File: config.mk
export PLATFORM = sky130hd
export DESIGN_NAME = prbs_ber_monitor
export DESIGN_NICKNAME = d
export VERILOG_FILES = /design/src/rtl/prbs_ber_monitor_pkg.sv /design/src/rtl/prbs_ber_monitor_prbs_gen.sv /design/src/rtl/prbs_ber_monitor.sv
export SDC_FILE = /design/constraint.sdc
export NUM_CORES = 1
export LEC_CHECK = 0
export CAP_MARGIN = 20
export CORE_MARGIN = 2
export CORE_UTILIZATION = 56
export DETAILED_ROUTE_END_ITERATION = 10
export PLACE_DENSITY = 0.8
export REMOVE_ABC_BUFFERS = 1
export SETUP_SLACK_MARGIN = 0.02
export SYNTH_ARGS = -nofsm -noshare
export SYNTH_HDL_FRONTEND = slang
export SYNTH_SLANG_ARGS = --single-unit
export TNS_END_PERCENT = 100
File: constraint.sdc
create_clock -name sys_clk -period 4.7 [get_ports sys_clk]
set_clock_uncertainty 0.2 [all_clocks]
set_input_delay 0.94 -clock sys_clk [delete_from_list [all_inputs] [get_ports sys_clk]]
set_output_delay 0.94 -clock sys_clk [all_outputs]
set_load 0.1 [all_outputs]
File: src/rtl/prbs_ber_monitor_pkg.sv
// prbs_ber_monitor_pkg: default link-test parameters and checker state encoding
package prbs_ber_monitor_pkg;
    localparam int DEF_ORDER       = 7;
    localparam int DEF_TAP         = 6;
    localparam int DEF_LOCK_GOOD   = 16;
    localparam int DEF_LOSS_THRESH = 64;
    typedef enum logic {SEARCH = 1'b0, LOCKED = 1'b1} state_t;
endpackage

File: src/rtl/prbs_ber_monitor_prbs_gen.sv
// prbs_ber_monitor_prbs_gen: Fibonacci LFSR with per-bit enable and single-bit error injection
module prbs_ber_monitor_prbs_gen
    import prbs_ber_monitor_pkg::*;
#(
    parameter int ORDER = DEF_ORDER,
    parameter int TAP   = DEF_TAP
) (
    input  logic clk,
    input  logic rst,
    input  logic en,
    input  logic inject,
    output logic bit_out
);
    logic [ORDER-1:0] s;
    logic fb;
    assign fb = s[ORDER-1] ^ s[TAP-1];
    always_ff @(posedge clk or posedge rst) begin
        if (rst) begin
            s       <= '1;
            bit_out <= 1'b0;
        end else if (en) begin
            s       <= {s[ORDER-2:0], fb};
            bit_out <= fb ^ inject;
        end
    end
endmodule

File: src/rtl/prbs_ber_monitor.sv
// prbs_ber_monitor: PRBS source plus self-synchronising checker with windowed error
// counting, flywheel lock and loss-of-lock detection
module prbs_ber_monitor
    import prbs_ber_monitor_pkg::*;
#(
    parameter int PRBS_ORDER  = DEF_ORDER,
    parameter int PRBS_TAP    = DEF_TAP,
    parameter int LOCK_GOOD   = DEF_LOCK_GOOD,
    parameter int WINDOW_LOG2 = 10,
    parameter int LOSS_THRESH = DEF_LOSS_THRESH,
    parameter int TOT_W       = 32
) (
    input  logic                   sys_clk,
    input  logic                   reset,
    input  logic                   tx_en,
    input  logic                   err_inject,
    output logic                   prbs_out,
    input  logic                   rx_en,
    input  logic                   rx_bit,
    input  logic                   clear,
    output logic                   locked,
    output logic                   window_done,
    output logic [WINDOW_LOG2:0]   window_errs,
    output logic [TOT_W-1:0]       total_errs
);
    localparam int FW = $clog2(PRBS_ORDER + 1);
    localparam int GW = $clog2(LOCK_GOOD + 1);
    localparam int AW = WINDOW_LOG2 + 1;

    logic [PRBS_ORDER-1:0]  r;
    logic [FW-1:0]          fill;
    logic [GW-1:0]          good;
    logic [WINDOW_LOG2-1:0] bit_cnt;
    logic [AW-1:0]          acc, acc_nxt;
    state_t                 state;
    logic                   pred, err, count, wrap;

    prbs_ber_monitor_prbs_gen #(.ORDER(PRBS_ORDER), .TAP(PRBS_TAP)) u_prbs_gen (
        .clk(sys_clk), .rst(reset), .en(tx_en), .inject(err_inject), .bit_out(prbs_out)
    );

    assign pred    = r[PRBS_ORDER-1] ^ r[PRBS_TAP-1];
    assign err     = rx_bit != pred;
    assign count   = rx_en && state == LOCKED && !clear;
    assign wrap    = count && &bit_cnt;
    assign acc_nxt = acc + {{WINDOW_LOG2{1'b0}}, err};
    assign locked  = state == LOCKED;

    // acc and bit_cnt are always zero while searching, so entering lock starts a clean window
    always_ff @(posedge sys_clk or posedge reset) begin
        if (reset) begin
            r           <= '0;
            fill        <= '0;
            good        <= '0;
            bit_cnt     <= '0;
            acc         <= '0;
            state       <= SEARCH;
            window_done <= 1'b0;
            window_errs <= '0;
            total_errs  <= '0;
        end else begin
            window_done <= wrap;
            if (rx_en && state == SEARCH) begin
                r <= {r[PRBS_ORDER-2:0], rx_bit};
                if (fill < FW'(PRBS_ORDER)) fill <= fill + 1'b1;
                else if (err) good <= '0;
                else begin
                    good <= good + 1'b1;
                    if (good == GW'(LOCK_GOOD - 1)) state <= LOCKED;
                end
            end else if (rx_en) begin
                r <= {r[PRBS_ORDER-2:0], pred};
                if (wrap && acc_nxt > AW'(LOSS_THRESH)) begin
                    state <= SEARCH;
                    fill  <= '0;
                    good  <= '0;
                end
            end
            if (clear) begin
                acc         <= '0;
                bit_cnt     <= '0;
                window_errs <= '0;
                total_errs  <= '0;
            end else if (count) begin
                bit_cnt <= bit_cnt + 1'b1;
                acc     <= wrap ? '0 : acc_nxt;
                if (wrap) window_errs <= acc_nxt;
                if (err && !(&total_errs)) total_errs <= total_errs + 1'b1;
            end
        end
    end
endmodule

After elaboration in Yosys (flattened, before gate mapping)

Cells that the tools add are included.

Register bits after elaboration: 89
RAM bits: 0
Bits in read-only memories: 0
Latch bits: 0
Memories kept: 0
Output and inout bits: 46
Logic and storage cells: 76
Input bits: 7

Multiply operators: 0
Bitwise logic cells: 4
Order comparisons: 2
Divide/modulo/power cells: 0
Muxes and demuxes: 28
Reduce and logical (&&, ||, !) cells: 20
Equality and inequality tests: 6
Add/subtract/negate cells: 5
Shift operators: 0

Operators by type and width:

| kind                  | count |
|---|---|
| $mux 32               | 3 |
| $mux 11               | 6 |
| $add 32x1->32 const B | 1 |
| $reduce_and 32->1     | 1 |
| $mux 5                | 5 |
| $mux 10               | 2 |
| $mux 7                | 2 |
| $mux 3                | 4 |
| $add 11x1->11         | 1 |
| $gt 11x7->1 const B   | 1 |
| $add 10x1->10 const B | 1 |
| $reduce_and 10->1     | 1 |
| $reduce_bool 2->1     | 5 |
| $logic_and 1x1->1     | 6 |
| $mux 1                | 6 |
| $reduce_and 3->1      | 2 |
| $add 5x1->5 const B   | 1 |
| $eq 5x4->1 const B    | 1 |
| $reduce_and 5->1      | 1 |
| $ne 2x1->1 const B    | 2 |
| $ne 2x2->1 const B    | 2 |
| $reduce_and 2->1      | 2 |
| $add 3x1->3 const B   | 1 |
| $lt 3x3->1 const B    | 1 |
| 4 further kinds       | 7 |

Logic depth before layout (Yosys ltp)

Gate-level depths: netlist of the first run.

Depth after elaboration: 8
Depth in mapped cells: 9
Gate-level depth less buffers: 8

Hierarchy

Synthesis of the first run repeated with hierarchy kept, for this count alone.

Cell total of the unflattened synthesis: 449
Area, all modules: 4619.4 um^2

Modules (own cells, without submodules):

| module                    | times used | area each (um^2) | sequential area each (um^2) | cells each |
|---|---|---|---|---|
| prbs_ber_monitor          | 1          | 4277.9           | 2026.9                      | 428 |
| prbs_ber_monitor_prbs_gen | 1          | 341.6            | 209.0                       | 21 |

Least setup slack after synthesis of the first run

Ideal clock, no wire load.

Path type: in2reg
From: input port rx_bit
To: register good[0]
Stages on the path: 9
Path slack: 0.928 ns
Required time: 4.375 ns
Arrival time: 3.447 ns
Path buffers: 1
Library setup time: 0.125 ns
Cells stage by stage: xor3_2 -> ha_1 -> ha_1 -> buf_2 -> a211o_1 -> a2111o_1 -> a2111oi_2 -> a22oi_1 -> mux2_2

Word-level cells in the longest chain between the ends: 6
Elaborated cells on any way between the ends: 9
Those cells by class: 1 x add/sub; 1 x order compare; 1 x eq/ne; 3 x mux; 3 x reduce/logical

RTL lines:

| what                        | line                   | source |
|---|---|---|
| start: declaration          | prbs_ber_monitor.sv:19 | `input logic rx_bit,` |
| $ne 1x1->1 (*)              | prbs_ber_monitor.sv:43 | `assign err = rx_bit != pred;` |
| $add 11x1->11               | prbs_ber_monitor.sv:46 | `assign acc_nxt = acc + {{WINDOW_LOG2{1'b0}}, err};` |
| $gt 11x7->1                 | prbs_ber_monitor.sv:73 | `if (wrap && acc_nxt > AW'(LOSS_THRESH)) begin` |
| $logic_and 1x1->1           | prbs_ber_monitor.sv:73 |  |
| $reduce_bool 2->1 (no line) | --                     |  |
| $reduce_and 3->1 (no line)  | --                     |  |
| end signal: assignment      | prbs_ber_monitor.sv:68 | `good <= good + 1'b1;` |
| end: declaration            | prbs_ber_monitor.sv:32 | `logic [GW-1:0] good;` |

Every way passes the cells marked *; elsewhere a longest branch is shown, timed or not. The select of a mux whose other input is x is not followed.
A chain may end at the register's enable or synchronous reset.

Worst setup path after layout of the first run

Ends and elaborated chain as after synthesis.

==> summary.txt, run 1 <==
Floorplan
  – Die Wd: 94.8 um
  – Die span in y: 94.8 um
  – Initial Util: 57.0%
  – Die area: 0.00898 mm2
  – Rows: 33
  – Core ar.: 0.00809 mm2
  – I/O Pins: 53

Route
  – Post-DR wirelength/cell: 15.7 um
  – DRT Pass-1 Iters: 6
  – Met2 wire length: 4720 um
  – DRT Wirelength: 9880 um
  – WL met3: 400 um
  – Post-route DRC violation count: 0
  – Initial detailed-routing violation count: 181
  – ANT nets after route: 0
  – Max layer used: met4
  – Routed via count: 3,759
  – M1 WL: 4590 um
  – Vias per Instance: 5.98

Finish
  – Layout cell share with drive strength beyond 1: 10.9%
  – Nets@finish: 533
  – Area grow syn2layout: 17.6%
  – Post-route core utilization: 67.0%
  – Fillers: 649
  – # diodes: 0

Logic synthesis
  – Cell taking the most area after synthesis: dfrtp_1
  – Post-synth EDFFs: 0
  – Synthesis Warnings: 0
  – Most common cell in the netlist: dfrtp_1
  – Ys async rst share: 100%
  – Synthesized instance count: 472
  – Sequential fraction of the synthesis area: 48.5%
  – Mapped cell area: 0.00461 mm2
  – Top_reg_cell synth: dfrtp_1
  – Cell variety after synth: 54
  – Yosys reg bits: 89
  – Top post-synthesis cells by count: 82 x dfrtp_1, 42 x nand2_1, 38 x nor2_1
  – Synth Area per Inst: 9.78 um2
  – Top cells by area, synth: dfrtp_1 44%, mux2_2 4.4%, dfstp_2 4.0%
  – Area share of the largest cell type after synthesis: 44.5%

Worst setup path
  – Critical path endpoint category: register
  – R2R Setup Slk: 1.07 ns
  – Worst setup path startpoint: rx_bit
  – CP arrival: 4.09 ns
  – Crit path kind: in2reg
  – Worst-path maximum fanout: 8
  – Reg2reg end: good[0]$_DFFE_PP0P_
  – RR Startpoint: r[6]$_DFFE_PP0P_
  – Crit start category: primary input
  – Crit path capture: good[0]$_DFFE_PP0P_
  – CP required: 4.73 ns
  – FF-to-FF path depth: 9

Global routing
  – Gr ovfl total: 0
  – First-pass GRT wire length: 16,700 um
  – Antenna violations before repair: 0
  – Largest net degree at the start of global routing: 49
  – Global Route Usage Sum: 23.5%
  – Vias in the first global route: 3,529

STA
  – Setup Total Neg Slack: 0 ns
  – Final Slew Violations: 0
  – Slew HR: 33.4%
  – Worst Tran Pin Value: 0.998 ns
  – RSZ-0062 raised after global routing: false
  – Hold Vio Cnt, Final: 0
  – Post-route minimum period: 4.06 ns
  – Final Cycle Share: 86.3%
  – Final count of negative-setup-slack endpoints: 0
  – Peak Freq: 0.246 GHz

Clock tree
  – Reg clk slew, reported paths: 0.08 ns
  – Clk root buf: clkbuf_8
  – Setup bufs post-CTS: 0
  – Htree depth: 3
  – Clock sink count: 89
  – Num CTS Buffers: 9
  – Post-cts resize count: 0
  – Cts hold-fix bufs: 0
  – Clock Latency Late Sink: 0.35 ns
  – Clock tree buffer depth: 2
  – CTS tree: yes

Pwr
  – P_sw: 0.000556 W
  – Peak supply drop: 0.191 mV
  – PwrDens: 353 mW/mm2
  – Static leakage: 2.14 nW
  – Total power: 0.00191 W
  – Pint: 0.00136 W
  – Seq pwr share: 49.3%
  – Combinational Power Share: 20.6%
  – Clock power share: 30.1%
  – Sw Share: 29.1%

Run
  – Max_cap viols: 0

Place
  – Detailed placement HPWL: 6770 um
  – GP Congestion: 0.946
  – IO Port Bufs: 52

Worst hold path
  – Hold WC Path Type: reg2reg

Status
  – Outcome: finished clean
worst max-delay path, stage by stage:
cell             delay, ns
clkdlybuf4s50_1       0.48
xor3_2                0.30
ha_1                  0.25
ha_1                  0.19
buf_4                 0.16
nand4_1               0.22
nor4_1                0.53
a2111oi_2             0.08
a22oi_1               0.52
mux2_2                0.40
per-layer routing:
| layer | global-route usage, % | vias up |
|---|---|---|
| met1 | 33.2 | 1834 |
| met4 | 8.70 | 0 |
| met2 | 36.2 | 87 |
| met3 | 4.31 | 16 |
| li1 | - | 1822 |
| met5 | 0 | - |
registers in the layout, summed over array words and instances, names as in the netlist:
register	count
window_errs	11
u_prbs_gen.bit_out	1
r	7
good	5
locked	1
acc	11
window_done	1
bit_cnt	10
fill	3
total_errs	32
u_prbs_gen.s	7
layout make-up:
| cell class | count | area [um2] | share of cell area [%] |
|---|---|---|---|
| clock buffer | 13 | 149 | 2.74 |
| clock inverter | 3 | 65.1 | 1.20 |
| inverter | 13 | 50.0 | 0.923 |
| multi-input combinational | 347 | 2220 | 41.0 |
| sequential | 89 | 2240 | 41.2 |
| tap | 105 | 131 | 2.42 |
| timing repair buffer | 59 | 571 | 10.5 |
cells in the final DEF (no fill, tap or decap), types with 4 or more instances in the layout:
master,count
nor2_1,38
a31oi_1,4
and4_1,4
or3_1,9
dfrtp_1,82
nor2b_1,4
xnor2_1,20
o31ai_1,15
o21ai_0,33
or4_1,14
nor3_1,10
inv_1,12
xor2_1,8
and3_1,10
clkbuf_8,10
clkdlybuf4s50_1,52
a2111oi_0,5
or2_2,4
buf_4,6
nand2_1,42
a21oi_1,29
and2_1,5
mux2_2,18
a22o_1,4
nand3_1,20
dfstp_2,7
ha_1,7
nand4_1,15
stage by stage:
stage | instance area (um2) | hold WS (ns) | instances | setup WS (ns)
after floorplan | 4510 | 0.265 | 449 | 0.961
after global placement | 5200 | 0.261 | 611 | 0.391
after detailed placement | 5200 | 0.270 | 611 | 0.329
after CTS | 5410 | 0.289 | 627 | 0.667
after global routing | 5430 | 0.326 | 629 | 0.460
final | 5430 | 0.280 | 629 | 0.642
power groups by stage:
stage               registers, W  clock network (W)  logic (W)
floorplan                0.00100                  0   0.000239
global placement        0.000952                  0   0.000373
detailed placement      0.000957                  0   0.000389
CTS                     0.000944           0.000584   0.000393
global route            0.000959           0.000618   0.000428
finish                  0.000943           0.000576   0.000395
kinds of logic (layout without fill, tap and decap cells):
kind of cell               Yosys count  after routing  share of synthesized area [%]
xor gates and xnor gates            29             29                           5.86
and+or+nand+nor                    185            185                           21.0
adders and majority gates            7              7                           1.90
AOI/OAI and AO/OA                  105            105                           14.4
DFF                                 89             89                           48.5
buffers and inverters               36             88                           3.36
muxes                               21             21                           5.04
worst min-delay path by stage:
stage / start / endpoint / slack [ns] / cells after the start
after detailed placement: window_errs[5]$_DFFE_PP0P_ / window_errs[5]$_DFFE_PP0P_ / 0.27 / 2
after floorplan: u_prbs_gen.s[0]$_DFFE_PP1P_ / u_prbs_gen.s[0]$_DFFE_PP1P_ / 0.26 / 2
after global routing: window_errs[9]$_DFFE_PP0P_ / window_errs[9]$_DFFE_PP0P_ / 0.33 / 2
after CTS: window_errs[5]$_DFFE_PP0P_ / window_errs[5]$_DFFE_PP0P_ / 0.29 / 2
final: window_errs[5]$_DFFE_PP0P_ / window_errs[5]$_DFFE_PP0P_ / 0.28 / 2
after global placement: window_errs[7]$_DFFE_PP0P_ / window_errs[7]$_DFFE_PP0P_ / 0.26 / 2
Power figures use the tool's default switching activity.
==> run 2, diff against run 1 <==
- GPL_ROUTABILITY_DRIVEN: unset -> 0
==> run 2 against run 1 <==
Effect of this change: routed wire length down 0.43%; sequential cell count unchanged; sequential share of layout area up 0.35 points; non-clock buffer count down 1; worst setup slack worse by 0.11 ns; clock power down 18%; clock-buffer cell count down 1; first-iteration DRC count up 43%; total power down 5.6%; global-route usage up 0.25 points; critical endpoint is now good[4]$_DFFE_PP0P_.
==> summary.txt, run 2 (synthesis gave the netlist of run 1 again) <==
Status
  – Outcome: finished clean

Finish
  – # diodes: 0
  – Commonest cells after routing, fill and taps aside: 82 x dfrtp_1, 52 x clkdlybuf4s50_1, 42 x nand2_1
  – Top reg by flops: total_errs
  – Layout cell share with drive strength beyond 1: 10.9%
  – Nets@finish: 532
  – Fillers: 657
  – Area grow syn2layout: 16.6%
  – Most common cell after layout, fill and taps aside: dfrtp_1
  – Max reg flops: 32
  – Largest regs: total_errs (32), acc (11), window_errs (11)

Clock tree
  – Num CTS Buffers: 9
  – Clock sink count: 89
  – Post-cts resize count: 0
  – Clock tree buffer depth: 2
  – Cts hold-fix bufs: 0
  – Clock Latency Late Sink: 0.36 ns
  – CTS tree: yes
  – Reg clk slew, reported paths: 0.08 ns
  – Setup bufs post-CTS: 0
  – Htree depth: 3
  – Clk root buf: clkbuf_8

Floorplan
  – Die span in y: 94.8 um
  – Die Wd: 94.8 um
  – I/O Pins: 53
  – Core ar.: 0.00809 mm2
  – Rows: 33
  – Die area: 0.00898 mm2
  – Initial Util: 57.0%

STA
  – Final Cycle Share: 88.6%
  – Worst Tran Pin Value: 1.11 ns
  – Slew HR: 25.1%
  – Final setup margin: 0.535 ns
  – Worst hold slack: 0.282 ns
  – RSZ-0062 raised after global routing: false
  – Final Slew Violations: 0
  – Setup Total Neg Slack: 0 ns
  – Peak Freq: 0.240 GHz
  – Post-route minimum period: 4.16 ns
  – Hold Vio Cnt, Final: 0
  – Final count of negative-setup-slack endpoints: 0

Worst setup path
  – Worst-path maximum fanout: 8
  – R2R Setup Slk: 1.00 ns
  – CP required: 4.73 ns
  – Critical path endpoint category: register
  – CP arrival: 4.20 ns
  – Crit path kind: in2reg
  – Crit start category: primary input

Route
  – Routed via count: 3,786
  – Post-DR wirelength/cell: 15.7 um
  – DRT Pass-1 Iters: 4
  – Initial detailed-routing violation count: 258
  – ANT nets after route: 0
  – DRT Wirelength: 9840 um
  – Vias per Instance: 6.03
  – Post-route DRC violation count: 0

Pwr
  – Static leakage: 2.11 nW
  – Combinational Power Share: 21.8%
  – Seq pwr share: 52.2%
  – P_sw: 0.000556 W
  – Sw Share: 30.8%
  – Clock power share: 26.0%
  – Peak supply drop: 0.175 mV
  – PwrDens: 335 mW/mm2
  – Pint: 0.00125 W

Place
  – Pre-CTS worst setup slack: 0.271 ns
  – Detailed placement HPWL: 6720 um
  – IO Port Bufs: 52

Global routing
  – Vias in the first global route: 3,675
  – First-pass GRT wire length: 16,900 um
  – Largest net degree at the start of global routing: 49
  – Antenna violations before repair: 0
  – Gr ovfl total: 0
  – Global Route Usage Sum: 23.7%

Run
  – Max_cap viols: 0

Worst hold path
  – Hold WC Path Type: reg2reg
==> run 2: changes by cell type in the layout (fill, tap and decap cells not counted), sizes merged <==
cell | previous run | this run
bufinv | 2 | 0
clkinv | 2 | 3
clkinvlp | 0 | 2
clkbuf | 13 | 12
buf | 7 | 6
==> run 2: final cells by class <==
class,instances,area [um2],share of cell area [%]
Clock buffer,12,145,2.70
Clock inverter,4,28.8,0.535
Inverter,13,50.0,0.930
Multi-Input combinational cell,347,2220,41.3
Sequential cell,89,2240,41.6
Tap cell,105,131,2.44
Timing Repair Buffer,58,566,10.5
==> run 2: through the flow <==
| step | area (um2) | utilization, % | std cells | total power (W) |
|---|---|---|---|---|
| 2_1_floorplan | 4510 | - | 449 | 0.00124 |
| 5_1_grt | 5380 | 66.5 | 628 | 0.00191 |
| 3_3_place_gp | 5200 | 64.2 | 611 | 0.00133 |
| 4_1_cts | 5370 | 66.4 | 627 | 0.00181 |
| 3_5_place_dp | 5200 | 64.2 | 611 | 0.00135 |
| 6_report | 5380 | 66.5 | 628 | 0.00181 |
==> run 2: critical path, stage by stage <==
cell             delay [ns]
clkdlybuf4s50_1        0.50
xor3_2                 0.31
ha_1                   0.28
ha_1                   0.20
buf_4                  0.15
nand4_1                0.21
nor4_1                 0.54
a2111oi_2              0.09
a22oi_1                0.56
mux2_2                 0.41
==> run 2: power by group through the flow <==
stage	Combinational [W]	Clock (W)	Sequential, W
after floorplan	0.000239	0	0.00100
after global placement	0.000375	0	0.000952
after detailed placement	0.000388	0	0.000958
after CTS	0.000389	0.000480	0.000943
after global routing	0.000430	0.000516	0.000960
final	0.000393	0.000470	0.000942
==> run 2: worst paths after layout <==
check / start / endpoint / depth (start not counted)
setup / recovery: rx_bit / good[4]$_DFFE_PP0P_ / 10
hold / removal: window_errs[9]$_DFFE_PP0P_ / window_errs[9]$_DFFE_PP0P_ / 2
setup reg to reg: r[6]$_DFFE_PP0P_ / good[4]$_DFFE_PP0P_ / 9
hold reg to reg: window_errs[9]$_DFFE_PP0P_ / window_errs[9]$_DFFE_PP0P_ / 2
max in group asynchronous: reset / u_prbs_gen.s[4]$_DFFE_PP1P_ / 3
min in group asynchronous: reset / total_errs[13]$_DFFE_PP0P_ / 2
==> run 2: routing by layer <==
metal | global-route usage (%) | wire length (um)
met5 | 0 | 0
met4 | 8.70 | 144
met1 | 32.3 | 4470
met2 | 38.2 | 4780
met3 | 4.31 | 448
==> run 3, diff against run 2 <==
- CORE_ASPECT_RATIO: unset -> 0.7
==> run 3 against run 2 <==
Effect of this change: clock-buffer cell count is 1 higher; maximum frequency is 1.4% higher; first-iteration DRC count is 70% higher; highest routed layer unchanged; combinational power is 4% higher; worst setup slack better by 0.056 ns; routed wire length is 11% higher; via count is 3.5% higher; core utilization is 2.9 points higher; clock power is 54% higher; critical path type unchanged; critical path depth is 1 lower; worst hold slack worse by 0.0042 ns; die area is 0.12% higher.
==> summary.txt, run 3 (synthesis gave the netlist of run 1 again) <==
Floorplan
  – Die Wd: 112 um
  – Initial Util: 58.1%
  – I/O Pins: 53
  – Die area: 0.00899 mm2
  – Die span in y: 79.9 um
  – Rows: 27
  – Core ar.: 0.00794 mm2

STA
  – RSZ-0062 raised after global routing: false
  – Final Cycle Share: 87.4%
  – Worst Tran Pin Value: 1.02 ns
  – Final count of negative-setup-slack endpoints: 0
  – Setup Total Neg Slack: 0 ns
  – Final Slew Violations: 0
  – Slew HR: 32.0%
  – Hold Vio Cnt, Final: 0
  – Post-route minimum period: 4.11 ns
  – Peak Freq: 0.243 GHz

Pwr
  – Total power: 0.00208 W
  – PwrDens: 378 mW/mm2
  – Static leakage: 2.18 nW
  – Peak supply drop: 0.413 mV

Worst setup path
  – CP arrival: 4.13 ns
  – FF-to-FF path depth: 8
  – CP required: 4.73 ns
  – Critical path endpoint category: register
  – Worst-path maximum fanout: 9
  – Crit start category: primary input
  – Reg2reg end: good[4]$_DFFE_PP0P_
  – RR Startpoint: r[6]$_DFFE_PP0P_
  – Crit path kind: in2reg
  – R2R Setup Slk: 1.10 ns

Place
  – Dpl cells: 607
  – Placed cell area: 0.00519 mm2
  – IO Port Bufs: 52
  – Detailed placement HPWL: 7430 um

Clock tree
  – Htree depth: 3
  – Cts hold-fix bufs: 0
  – Clk root buf: clkbuf_16
  – Clock tree buffer depth: 2
  – Num CTS Buffers: 9
  – Setup bufs post-CTS: 0
  – Reg clk slew, reported paths: 0.06 ns
  – Clock Latency Late Sink: 0.34 ns
  – Post-cts resize count: 0
  – Clock sink count: 89
  – CTS tree: yes

Worst hold path
  – Worst Hold End: window_errs[9]$_DFFE_PP0P_
  – Hold WC Path Type: reg2reg
  – Worst Hold Launch: window_errs[9]$_DFFE_PP0P_
  – Min-Delay Path Depth: 2

Route
  – DRT Wirelength: 10,900 um
  – Routed via count: 3,918
  – Vias per Instance: 6.26
  – Post-DR wirelength/cell: 17.4 um
  – ANT nets after route: 0
  – DRT Pass-1 Iters: 5
  – Post-route DRC violation count: 0
  – Initial detailed-routing violation count: 438

Finish
  – Top reg by flops: total_errs
  – Area grow syn2layout: 19.4%
  – Max reg flops: 32
  – Fin area: 0.00551 mm2
  – Layout cell share with drive strength beyond 1: 11.1%
  – Finished Layout Cells: 626
  – Fillers: 606
  – Most common cell after layout, fill and taps aside: dfrtp_1
  – Commonest cells after routing, fill and taps aside: 82 x dfrtp_1, 52 x clkdlybuf4s50_1, 42 x nand2_1
  – Largest regs: total_errs (32), acc (11), window_errs (11)
  – Nets@finish: 533

Global routing
  – Gr ovfl total: 0
  – Antenna violations before repair: 1
  – Largest net degree at the start of global routing: 49
  – Vias in the first global route: 3,667
  – First-pass GRT wire length: 18,200 um
  – Global Route Usage Sum: 25.8%

Run
  – Max_cap viols: 0

Status
  – Outcome: finished clean
run 3: cell type report:
cell class,count,area [um2],share of cell area [%]
Sequential cell,89,2240,40.6
Inverter,13,50.0,0.908
Clock buffer,13,260,4.72
Clock inverter,3,40.0,0.727
Antenna cell,1,2.50,0.0454
Timing Repair Buffer,59,571,10.4
Tap cell,101,126,2.29
Multi-Input combinational cell,347,2220,40.4
run 3: metrics by stage:
step / util (%) / hold WS (ns) / setup slack [ns]
6_report: 69.4 / 0.278 / 0.591
5_1_grt: 69.4 / 0.320 / 0.491
4_1_cts: 69.2 / 0.287 / 0.650
3_5_place_dp: 65.4 / 0.273 / 0.303
3_3_place_gp: 65.4 / 0.267 / 0.391
2_1_floorplan: - / 0.265 / 0.961
run 3: layer usage:
layer | wire, um | vias up | part of all wire [%] | GRT usage [%]
li1 | - | 1823 | - | -
met3 | 764 | 17 | 7.0 | 7.21
met1 | 4910 | 1939 | 45 | 36.1
met5 | 0 | - | 0 | 0
met2 | 5070 | 139 | 46 | 39.1
met4 | 158 | 0 | 1.4 | 8.29
run 3: worst max path at each step:
stage                       from             endpoint  slack (ns)
after global routing      rx_bit  good[4]$_DFFE_PP0P_        0.49
after floorplan           rx_bit  good[0]$_DFFE_PP0P_        0.96
after CTS                 rx_bit  good[4]$_DFFE_PP0P_        0.65
after global placement    rx_bit  good[4]$_DFFE_PP0P_        0.39
final                     rx_bit  good[4]$_DFFE_PP0P_        0.59
after detailed placement  rx_bit  good[4]$_DFFE_PP0P_        0.30
run 3: worst max-delay path, stage by stage:
cell             delay, ns
clkdlybuf4s50_1       0.48
xor3_2                0.29
ha_1                  0.24
ha_1                  0.32
a211o_1               0.34
a2111o_1              0.45
a2111oi_2             0.44
a22oi_1               0.29
mux2_2                0.35
run 3: power breakdown:
group | switching (W) | internal, W | leakage [nW]
Sequential | 0.0000724 | 0.000876 | 1.18
Combinational | 0.000232 | 0.000177 | 0.853
Clock | 0.000285 | 0.000439 | 0.150
